**config.mk**
```make
export PLATFORM = sky130hd
export DESIGN_NAME = serial_subtractor
export DESIGN_NICKNAME = d
export VERILOG_FILES = /design/src/rtl/serial_subtractor.sv
export SDC_FILE = /design/constraint.sdc
export NUM_CORES = 1
export LEC_CHECK = 0
export ABC_AREA = 1
export BUFFER_PORTS_ARGS = -buffer_cell sky130_fd_sc_hd__buf_2
export CELL_PAD_IN_SITES_DETAIL_PLACEMENT = 0
export CELL_PAD_IN_SITES_GLOBAL_PLACEMENT = 1
export CORE_MARGIN = 5
export CORE_UTILIZATION = 40
export CTS_BUF_LIST = sky130_fd_sc_hd__clkbuf_8
export DETAILED_ROUTE_END_ITERATION = 7
export PLACE_DENSITY = 0.79
export SYNTH_ARGS = -nofsm -noshare
export SYNTH_HDL_FRONTEND = slang
export SYNTH_SLANG_ARGS = --single-unit
```
**constraint.sdc**
```tcl
create_clock -name clk_i -period 1.5 [get_ports clk_i]
set_clock_uncertainty 0.05 [all_clocks]
set_input_delay 0.15 -clock clk_i [delete_from_list [all_inputs] [get_ports clk_i]]
set_output_delay 0.15 -clock clk_i [all_outputs]
set_load 0.005 [all_outputs]
```
**src/rtl/serial_subtractor.sv**
```systemverilog
// Bit-serial two's-complement subtractor (a - b - bin), LSB-first through one
// full-subtractor cell and a borrow flop, with valid/ready request and result channels.
module serial_subtractor #(
    parameter int WIDTH = 8
) (
    input  logic             clk_i,
    input  logic             reset_n_i,
    input  logic             req_valid_i,
    output logic             req_ready_o,
    input  logic [WIDTH-1:0] a_i,
    input  logic [WIDTH-1:0] b_i,
    input  logic             bin_i,
    output logic             rsp_valid_o,
    input  logic             rsp_ready_i,
    output logic [WIDTH-1:0] diff_o,
    output logic             bout_o,
    output logic             ovf_o,
    output logic             busy_o
);

    localparam int CNT_W = (WIDTH > 2) ? $clog2(WIDTH) : 1;
    localparam logic [CNT_W-1:0] LAST_BIT = CNT_W'(WIDTH - 1);

    typedef enum logic [1:0] {
        IDLE  = 2'd0,
        SHIFT = 2'd1,
        DONE  = 2'd2
    } state_t;

    state_t           state;
    state_t           state_nxt;
    logic [WIDTH-1:0] a_sr;
    logic [WIDTH-1:0] b_sr;
    logic [WIDTH-1:0] res_next;
    logic [WIDTH-2:0] res_sr;
    logic             borrow;
    logic             a_msb;
    logic             b_msb;
    logic [CNT_W-1:0] cnt;
    logic             d_bit;
    logic             br_next;
    logic             req_fire;
    logic             last_bit;

    // Full-subtractor cell: returns {borrow_out, difference}.
    function automatic logic [1:0] full_sub(input logic a, input logic b, input logic br);
        logic d;
        logic bo;
        d  = a ^ b ^ br;
        bo = (~a & b) | (~(a ^ b) & br);
        return {bo, d};
    endfunction

    assign {br_next, d_bit} = full_sub(a_sr[0], b_sr[0], borrow);
    assign res_next         = {d_bit, res_sr};

    // Ready is held low while reset is asserted, not just in the IDLE state.
    assign req_ready_o = (state == IDLE) & reset_n_i;
    assign req_fire    = req_valid_i & req_ready_o;
    assign last_bit    = (cnt == LAST_BIT);
    assign rsp_valid_o = (state == DONE);
    assign busy_o      = (state != IDLE);

    always_ff @(posedge clk_i or negedge reset_n_i) begin
        if (!reset_n_i) begin
            state <= IDLE;
        end else begin
            state <= state_nxt;
        end
    end

    always_comb begin
        state_nxt = state;
        case (state)
            IDLE:    if (req_fire) state_nxt = SHIFT;
            SHIFT:   if (last_bit) state_nxt = DONE;
            DONE:    if (rsp_ready_i) state_nxt = IDLE;
            default: state_nxt = IDLE;
        endcase
    end

    always_ff @(posedge clk_i or negedge reset_n_i) begin
        if (!reset_n_i) begin
            a_sr   <= '0;
            b_sr   <= '0;
            res_sr <= '0;
            borrow <= 1'b0;
            a_msb  <= 1'b0;
            b_msb  <= 1'b0;
            cnt    <= '0;
            diff_o <= '0;
            bout_o <= 1'b0;
            ovf_o  <= 1'b0;
        end else begin
            case (state)
                IDLE: begin
                    if (req_fire) begin
                        a_sr   <= a_i;
                        b_sr   <= b_i;
                        res_sr <= '0;
                        borrow <= bin_i;
                        a_msb  <= a_i[WIDTH-1];
                        b_msb  <= b_i[WIDTH-1];
                        cnt    <= '0;
                    end
                end
                SHIFT: begin
                    // Operands drain towards bit 0; vacated MSBs are zero-filled.
                    a_sr   <= {1'b0, a_sr[WIDTH-1:1]};
                    b_sr   <= {1'b0, b_sr[WIDTH-1:1]};
                    res_sr <= res_next[WIDTH-1:1];
                    borrow <= br_next;
                    cnt    <= cnt + 1'b1;
                    if (last_bit) begin
                        diff_o <= res_next;
                        bout_o <= br_next;
                        ovf_o  <= (a_msb != b_msb) & (d_bit != a_msb);
                    end
                end
                default: ;
            endcase
        end
    end

endmodule

```
==> results.py, run 1 <==
metrics = {
    "outcome": {
        "status": "completed",
    },
    "floorplanning": {
        "num_rows": 25,
        "die_w_um": 79.6,
        "core-area_um2": 4720,
        "initial_core_util_pct": 41.1,
        "die_area_um2": 6340,
        "ios": 34,
        "die_height_um": 79.6,
    },
    "cts": {
        "cts-root-buf": "clkbuf_8",
        "clock_latency_ps": 280,
        "post_cts_buffers": 0,
        "clk_path_buf_depth": 2,
        "cts_tree": "done",
        "path_clk_slew_ps": 80,
        "clock-sinks": 41,
        "cts-buffers-inserted": 5,
        "htreeDepth": 2,
    },
    "pwr": {
        "p_clk_share_pct": 16.7,
        "combPwrFrac_pct": 43.2,
        "vdd_drop_max_mv": 0.655,
        "seqPwrFrac_pct": 40.0,
        "intPower_uw": 2800,
        "switching_power_uw": 1840,
        "p_per_area_nw_per_um2": 2020,
        "leakagePower_uw": 0.00132,
        "swShare_pct": 39.6,
    },
    "timing": {
        "setup_slack_ps": 75.0,
        "layout_min_cycle_time_ps": 1420,
        "slew_headroom_pct": 64.9,
        "hold_viol": 0,
        "setup_tns_ps": 0,
        "worst_pin_slew_ps": 527,
        "slew_viol_final": 0,
        "holdWs_ps": 105,
        "rsz0062_at_grt": "true",
        "min_period_over_period_pct": 95.0,
        "setup_viol": 0,
        "fmax_mhz": 702,
    },
    "cells_and_area": {
        "drive_gt1_share_pct": 21.0,
        "n_antenna_cell": 0,
        "fin_area_um2": 2290,
        "nets": 299,
        "fin_cells": 343,
        "syn_to_final_growth_pct": 18.1,
    },
    "place": {
        "hpwl_um": 2710,
        "place_ws_ps": 28.7,
        "placed_area_um2": 2160,
        "gp_congestion": 0.717,
        "placed_cells": 333,
        "placement.io_buffers": 33,
    },
    "logic_synthesis": {
        "ys_ff_latch": 41,
        "synth_cells": 237,
        "yosysSeqAreaShare_pct": 52.9,
        "synth_nets": 261,
        "syn_area_um2": 1940,
        "syn-mean-instance-area_um2": 8.18,
        "yosysWarnings": 0,
        "yosysUniqueCellTypes": 22,
    },
    "drt": {
        "drt-initial-drc-count": 53,
        "firstDrtPassIters": 4,
        "drt_wl_total_um": 3890,
        "ant_nets": 0,
        "drc": 0,
        "routed_via_density": 4.56,
        "wl_per_cell_um": 11.3,
        "dr_total_vias": 1565,
    },
    "global_routing": {
        "grt-ovfl-total": 0,
        "grt_max_degree": 42,
        "grt_pass1_wl_um": 6890,
        "grt_pass1_vias": 1555,
        "grt_antenna_before_repair": 0,
        "grt_usage_pct": 13.7,
    },
    "worst_setup_path": {
        "crit_type": "reg -> out",
        "start_kind": "flop",
        "cp_data_arrival_time_ps": 1220,
        "required_ps": 1300,
        "cp-end-kind": "output port",
        "path_max_fanout": 5,
    },
    "job": {
        "drv_cap": 0,
    },
    "min_path": {
        "hold_class": "in -> reg",
    },
}
## cells in the mapped netlist, drive strengths merged
| cell type | number | area (µm²) |
|---|---|---|
| buf | 11 | 90.1 |
| nand4 | 2 | 12.5 |
| o31ai | 1 | 7.51 |
| fa | 1 | 20.0 |
| nand2 | 131 | 502 |
| nand3 | 29 | 150 |
| or2 | 1 | 6.26 |
| o21bai | 1 | 7.51 |
| nor2 | 5 | 45.1 |
| dfrtp | 41 | 1030 |
| ha | 2 | 25.0 |
| o21ai | 2 | 10.0 |
| inv | 10 | 37.5 |
## critical path, stage by stage (launching register included)
cell and delay, ps:
dfrtp_1 460, nor2_2 210, inv_1 70, nor2_1 80, buf_2 110
## power groups by stage
stage	clock network (µW)	registers (µW)	logic, µW
2_1_floorplan	0	1840	1540
3_5_place_dp	0	1880	2050
6_report	776	1860	2010
5_1_grt	856	1920	2350
4_1_cts	815	1860	2060
3_3_place_gp	0	1870	2020
## layout by cell type, fill, tap and decap left out
cell type	count
nand2_1	129
dfrtp_1	41
buf_2	33
nand3_1	28
inv_1	7
clkbuf_8	7
buf_4	5
nor2_1	2
inv_2	2
o21ai_0	2
nand4_1	2
ha_1	2
dlygate4sd3_1	2
nor2_2	1
nand3_2	1
nand2_4	1
nand2_2	1
nor2_4	1
nor2_8	1
inv_4	1
o31ai_1	1
o21bai_1	1
or2_2	1
fa_1	1
clkinv_2	1
buf_12	1
buf_6	1
## layout make-up
class	count	area [µm²]
Sequential cell	41	1030
Multi-Input combinational cell	175	786
Inverter	10	40.0
Clock buffer	7	96.3
Timing Repair Buffer	42	254
Clock inverter	1	5.00
Tap cell	67	83.8
Fill cell	473	2430
## final timing paths
path,from,end,slack [ps],cells past startpoint
setup / recovery,state[0],req_ready_o,80,4
max in group asynchronous,reset_n_i,b_sr[5],530,3
setup reg to reg,a_sr[0],ovf_o,140,4
min in group asynchronous,reset_n_i,state[0],490,3
hold reg to reg,diff_o[1],diff_o[1],420,2
hold / removal,b_i[3],b_sr[3],100,5
## cells by family after synthesis
group / count (synthesis) / share of synthesized area [%]
compound gates: 4 / 1.29
fa+ha+maj: 3 / 2.32
buf+inv: 21 / 6.58
flops: 41 / 52.9
simple gates: 168 / 36.9
## per-layer routing
layer / up-vias / global-route usage [%] / wire (µm) / part of all wire [%]
met1: 723 / 16.8 / 1810 / 47
met4: 0 / 3.61 / 27 / 0.69
met2: 28 / 24.0 / 1900 / 49
met3: 4 / 3.05 / 152 / 3.9
met5: - / 0 / 0 / 0
li1: 810 / - / - / -
## flip-flops by register name, indices dropped and copies added, names as in the netlist
signal / flops
a_sr: 8
b_sr: 8
diff_o: 8
res_sr: 7
cnt: 3
state: 2
a_msb: 1
b_msb: 1
borrow: 1
bout_o: 1
ovf_o: 1
## stage by stage
step           util, %  total power (µW)
2_1_floorplan        -              3380
3_3_place_gp      45.8              3900
3_5_place_dp      45.8              3920
4_1_cts           48.4              4730
5_1_grt           48.5              5130
6_report          48.5              4640
## what timing repair did
action | in CTS | in global routing
endpoints found under the hold margin | 42 | 0
endpoints found under the setup margin | 0 | 19
hold buffers | 2 | 0
gates resized for setup | 0 | 3
(Power assumes the default switching activity.)
==> inputs of run 2 (changes only) <==
--- a/config.mk
+++ b/config.mk
@@ -13,6 +13,7 @@
 export CORE_UTILIZATION = 40
 export CTS_BUF_LIST = sky130_fd_sc_hd__clkbuf_8
 export DETAILED_ROUTE_END_ITERATION = 7
+export GPL_TIMING_DRIVEN = 0
 export PLACE_DENSITY = 0.79
 export SYNTH_ARGS = -nofsm -noshare
 export SYNTH_HDL_FRONTEND = slang
==> run 2 against run 1 <==
  * Clock power rose by 11%
  * The flow now finishes with violations (negative hold slack)
  * Sequential share of layout area fell by 0.70 points
  * Total power rose by 4.2%
  * Highest routed layer unchanged
  * Clock-buffer cell count fell by 2
  * Setup slack improved by 16 ps
  * Register-to-register slack got worse by 50 ps
  * Die area did not move
  * Global-route usage rose by 0.94 points
  * Cell area rose by 1.6%
  * Critical path type is now reg -> reg
==> results.py, run 2 (same netlist as run 1, synthesis figures left out) <==
metrics = {
    "cts": {
        "htreeDepth": 2,
        "cts_tree": "done",
        "cts-buffers-inserted": 5,
        "path_clk_slew_ps": 80,
        "cts_hold_buf": 1,
        "clock_latency_ps": 290,
        "clk_path_buf_depth": 2,
        "clock-sinks": 41,
        "cts-root-buf": "clkbuf_8",
    },
    "timing": {
        "worst_pin_slew_ps": 568,
        "setup_viol": 0,
        "min_period_over_period_pct": 93.9,
        "slew_viol_final": 0,
        "holdWs_ps": -198,
        "fmax_mhz": 710,
        "layout_min_cycle_time_ps": 1410,
        "slew_headroom_pct": 62.1,
        "rsz0062_at_grt": "false",
        "hold_viol": 41,
    },
    "place": {
        "hpwl_um": 2780,
        "placement.io_buffers": 33,
        "gp_congestion": 0.726,
        "placed_cells": 337,
    },
    "outcome": {
        "violations": "negative hold slack",
        "status": "finished with violations",
    },
    "floorplanning": {
        "die_area_um2": 6340,
        "core-area_um2": 4720,
        "ios": 34,
        "initial_core_util_pct": 41.1,
        "die_height_um": 79.6,
        "die_w_um": 79.6,
        "num_rows": 25,
    },
    "worst_setup_path": {
        "crit_path_top_delay_cell": "dfrtp_1",
        "path_delay_family": "adder cells",
        "required_ps": 1640,
        "path_max_fanout": 7,
        "crit_type": "reg -> reg",
        "worstPathCellList": "ha_1, ha_1, inv_2, nor2_8, buf_4, nand3_1, nand2_1",
        "cp-end-kind": "flop",
        "reg2reg_from": "cnt[0]",
        "start_kind": "flop",
        "rr_worst_depth": 7,
        "cp_data_arrival_time_ps": 1550,
        "cp_common_cell": "ha_1",
        "regToRegSetupSlack_ps": 90,
        "r2r_end": "ovf_o",
        "critPathBufInv": 2,
        "critPathMaxStageDelay_ps": 400,
    },
    "cells_and_area": {
        "fin_util_pct": 49.3,
        "drive_gt1_share_pct": 22.6,
        "top_regs": "a_sr (8), b_sr (8), diff_o (8)",
        "nets": 303,
        "final_cell_mix": "nand2_1 (129), dfrtp_1 (41), buf_2 (34)",
        "final_common_cell": "nand2_1",
        "syn_to_final_growth_pct": 20.0,
        "n_antenna_cell": 0,
        "fin_cells": 346,
    },
    "drt": {
        "drt_wl_total_um": 4060,
        "ant_nets": 0,
        "drc": 0,
        "routed_via_density": 4.56,
        "dr_total_vias": 1578,
        "drt-initial-drc-count": 74,
        "firstDrtPassIters": 6,
        "wl_per_cell_um": 11.7,
    },
    "global_routing": {
        "grt_max_degree": 46,
        "grt_pass1_vias": 1572,
        "grt_usage_pct": 14.6,
        "grt_antenna_before_repair": 0,
        "grt_pass1_wl_um": 7270,
        "grt-ovfl-total": 0,
    },
    "job": {
        "drv_cap": 0,
    },
    "pwr": {
        "total_power_uw": 4830,
        "vdd_drop_max_mv": 1.03,
        "leakagePower_uw": 0.00134,
        "p_per_area_nw_per_um2": 2080,
    },
    "min_path": {
        "hold_class": "in -> async",
    },
}
## run 2: cell types whose count changed in the layout (fill, tap and decap cells not counted), sizes merged
cell / previous run / this run
buf: 40 / 44
bufinv: 0 / 1
clkbuf: 7 / 6
dlygate4sd3: 2 / 1
## run 2: timing repair
action | 4_1_cts | 5_1_grt
gates resized for setup | 1 | 5
endpoints found under the setup margin | 18 | 21
buffers inserted | 0 | 1
hold endpoints to repair | 42 | 41
pin swaps | 0 | 1
## run 2: cell type report
| cell class | instances | area (µm²) |
|---|---|---|
| Timing Repair Buffer | 35 | 185 |
| Clock buffer | 5 | 68.8 |
| Multi-Input combinational cell | 175 | 798 |
| Inverter | 10 | 37.5 |
| Fill cell | 488 | 2400 |
| Buffer | 11 | 92.6 |
| Tap cell | 67 | 83.8 |
| Sequential cell | 41 | 1030 |
| Clock inverter | 2 | 35.0 |
## run 2: routing by layer
layer | GRT usage (%) | up-vias | routed length, µm
met2 | 23.8 | 27 | 1940
met4 | 5.15 | 0 | 57
met5 | 0 | - | 0
met3 | 3.50 | 7 | 154
met1 | 18.9 | 725 | 1900
li1 | - | 819 | -
## run 2: worst max path at each step
stage | start | endpoint | slack (ps) | depth (start not counted)
6_report | cnt[0] | ovf_o | 90 | 7
5_1_grt | cnt[0] | ovf_o | 3 | 7
4_1_cts | cnt[0] | state[1] | 20 | 7
3_5_place_dp | reset_n_i | b_sr[5] | -350 | 6
3_3_place_gp | reset_n_i | a_sr[3] | -340 | 6
2_1_floorplan | cnt[0] | state[1] | 150 | 7
## run 2: per-stage QoR
step / setup slack (ps) / TNS (ps) / area, µm² / hold WS [ps]
finish: 91.0 / 0 / 2330 / -198
global route: 2.78 / 0 / 2330 / -171
CTS: 23.2 / 0 / 2300 / -184
detailed placement: -350 / -9460 / 2190 / 294
global placement: -345 / -9420 / 2190 / 289
floorplan: 146 / 0 / 1940 / -196
## run 2: power by group
part / internal, µW / switching [µW] / total [µW] / leakage (µW)
Clock: 484 / 377 / 860 / 0.0000540
Sequential: 1580 / 287 / 1870 / 0.000526
Combinational: 872 / 1240 / 2110 / 0.000760
==> inputs of run 3 (changes only) <==
==> config.mk (replaced) <==
export PLATFORM = sky130hd
export DESIGN_NAME = serial_subtractor
export DESIGN_NICKNAME = d
export VERILOG_FILES = /design/src/rtl/serial_subtractor.sv
export SDC_FILE = /design/constraint.sdc
export NUM_CORES = 1
export LEC_CHECK = 0
export ABC_AREA = 1
export BUFFER_PORTS_ARGS = -buffer_cell sky130_fd_sc_hd__buf_2
export CELL_PAD_IN_SITES_DETAIL_PLACEMENT = 1
export CELL_PAD_IN_SITES_GLOBAL_PLACEMENT = 2
export CORE_MARGIN = 5
export CORE_UTILIZATION = 34
export CTS_BUF_LIST = sky130_fd_sc_hd__clkbuf_8
export DETAILED_ROUTE_END_ITERATION = 7
export GPL_TIMING_DRIVEN = 0
export PLACE_DENSITY = 0.84
export SYNTH_ARGS = -nofsm -noshare
export SYNTH_HDL_FRONTEND = slang
export SYNTH_SLANG_ARGS = --single-unit
==> run 3 against run 2 <==
  * The flow still finishes with violations (negative hold slack)
  * Via count is 2.7% higher
  * Largest power group unchanged
  * Critical path type is now reg -> out
  * Sequential share of layout area is 0.68 points lower
  * Sequential cell count stayed put
  * Global-route usage is 0.70 points lower
  * Combinational power is 3% higher
  * Die area is 15% higher
==> results.py, run 3 (same netlist as run 1, synthesis figures left out) <==
metrics = {
    "outcome": {
        "status": "finished with violations",
        "violations": "negative hold slack",
    },
    "global_routing": {
        "grt-ovfl-total": 0,
        "grt_usage_pct": 13.9,
        "grt_pass1_wl_um": 8180,
        "grt_max_degree": 46,
        "grt_pass1_vias": 1747,
        "grt_antenna_before_repair": 0,
    },
    "worst_setup_path": {
        "required_ps": 1300,
        "cp_data_arrival_time_ps": 1220,
        "crit_type": "reg -> out",
        "cp-end-kind": "output port",
        "regToRegSetupSlack_ps": 100,
        "path_max_fanout": 5,
        "start_kind": "flop",
    },
    "drt": {
        "ant_nets": 0,
        "routed_via_density": 4.59,
        "drt-initial-drc-count": 51,
        "wl_per_cell_um": 13.3,
        "drt_wl_total_um": 4690,
        "dr_total_vias": 1620,
        "firstDrtPassIters": 4,
        "drc": 0,
    },
    "pwr": {
        "vdd_drop_max_mv": 0.620,
        "leakagePower_uw": 0.00136,
        "total_power_uw": 5110,
        "p_per_area_nw_per_um2": 2160,
    },
    "cts": {
        "cts_hold_buf": 1,
        "cts-root-buf": "clkbuf_8",
        "htreeDepth": 2,
        "cts-buffers-inserted": 5,
        "clock_latency_ps": 300,
        "clock-sinks": 41,
        "clk_path_buf_depth": 2,
        "path_clk_slew_ps": 90,
        "cts_tree": "done",
    },
    "floorplanning": {
        "die_area_um2": 7310,
        "ios": 34,
        "core-area_um2": 5540,
        "die_w_um": 85.5,
        "die_height_um": 85.5,
        "initial_core_util_pct": 35.0,
        "num_rows": 27,
    },
    "timing": {
        "worst_pin_slew_ps": 578,
        "hold_viol": 41,
        "holdWs_ps": -204,
        "min_period_over_period_pct": 94.5,
        "slew_viol_final": 0,
        "layout_min_cycle_time_ps": 1420,
        "fmax_mhz": 706,
        "rsz0062_at_grt": "false",
        "slew_headroom_pct": 61.5,
        "setup_viol": 0,
    },
    "cells_and_area": {
        "multi_input_area_um2": 793,
        "top_regs": "a_sr (8), b_sr (8), diff_o (8)",
        "nets": 304,
        "syn_to_final_growth_pct": 21.9,
        "drive_gt1_share_pct": 23.1,
        "final_common_cell": "nand2_1",
        "fill_cells": 714,
        "final_cell_mix": "nand2_1 (129), dfrtp_1 (41), buf_2 (35)",
        "regArea_um2": 1030,
        "fin_area_um2": 2360,
        "n_antenna_cell": 0,
    },
    "job": {
        "drv_cap": 0,
    },
    "place": {
        "gp_congestion": 0.716,
        "hpwl_um": 3330,
        "placed_area_um2": 2190,
        "placement.io_buffers": 33,
    },
    "min_path": {
        "hold_class": "in -> async",
    },
}
-- run 3: changes by cell type in the layout (fill, tap and decap cells not counted), sizes merged --
cell	previous run	this run
bufinv	1	2
buf	44	46
clkbuf	6	5
-- run 3: per-stage QoR --
step / setup WS [ps] / util [%] / hold WS (ps) / setup TNS [ps] / std cells
final: 83.0 / 42.7 / -204 / 0 / 353
after global routing: 15.3 / 42.7 / -157 / 0 / 353
after CTS: 3.83 / 42.3 / -187 / 0 / 351
after detailed placement: -380 / 39.6 / 294 / -10280 / 342
after global placement: -361 / 39.6 / 299 / -9990 / 342
after floorplan: 146 / - / -196 / 0 / 237
-- run 3: layer usage --
layer / GRT usage (%) / share of wire (%)
met1: 16.9 / 46
met2: 24.3 / 50
met3: 3.17 / 2.8
met4: 4.60 / 1.3
met5: 0 / 0
-- run 3: power by group --
| group | internal [µW] | switching, µW |
|---|---|---|
| Sequential | 1580 | 288 |
| Clock | 662 | 409 |
| Combinational | 882 | 1290 |
-- run 3: critical path: stages (launching register included) --
cell and delay, ps:
dfrtp_1 480, nor2_4 180, inv_1 60, nor2_1 80, buf_2 120
-- run 3: layout make-up --
class,count,area share (%)
clock buffer,5,2.91
inverter,10,1.59
sequential,41,43.4
buffer,11,3.81
clock inverter,3,2.75
timing repair buffer,36,8.15
multi-input combinational,175,33.6
tap,72,3.81
-- run 3: worst paths after layout --
| check | start | endpoint | cells after the start |
|---|---|---|---|
| max in group asynchronous | reset_n_i | res_sr[2] | 1 |
| max | state[0] | req_ready_o | 4 |
| min | reset_n_i | state[1] | 1 |
| min reg2reg | diff_o[2] | diff_o[2] | 2 |
| min in group clk_i | a_i[7] | a_msb | 3 |
| max reg2reg | a_sr[0] | ovf_o | 5 |
-- run 3: timing repair --
item | in CTS | in global routing
gates resized for setup | 2 | 2
pin swaps | 0 | 1
endpoints found under the hold margin | 42 | 41
endpoints found under the setup margin | 35 | 19
setup buffers | 0 | 2
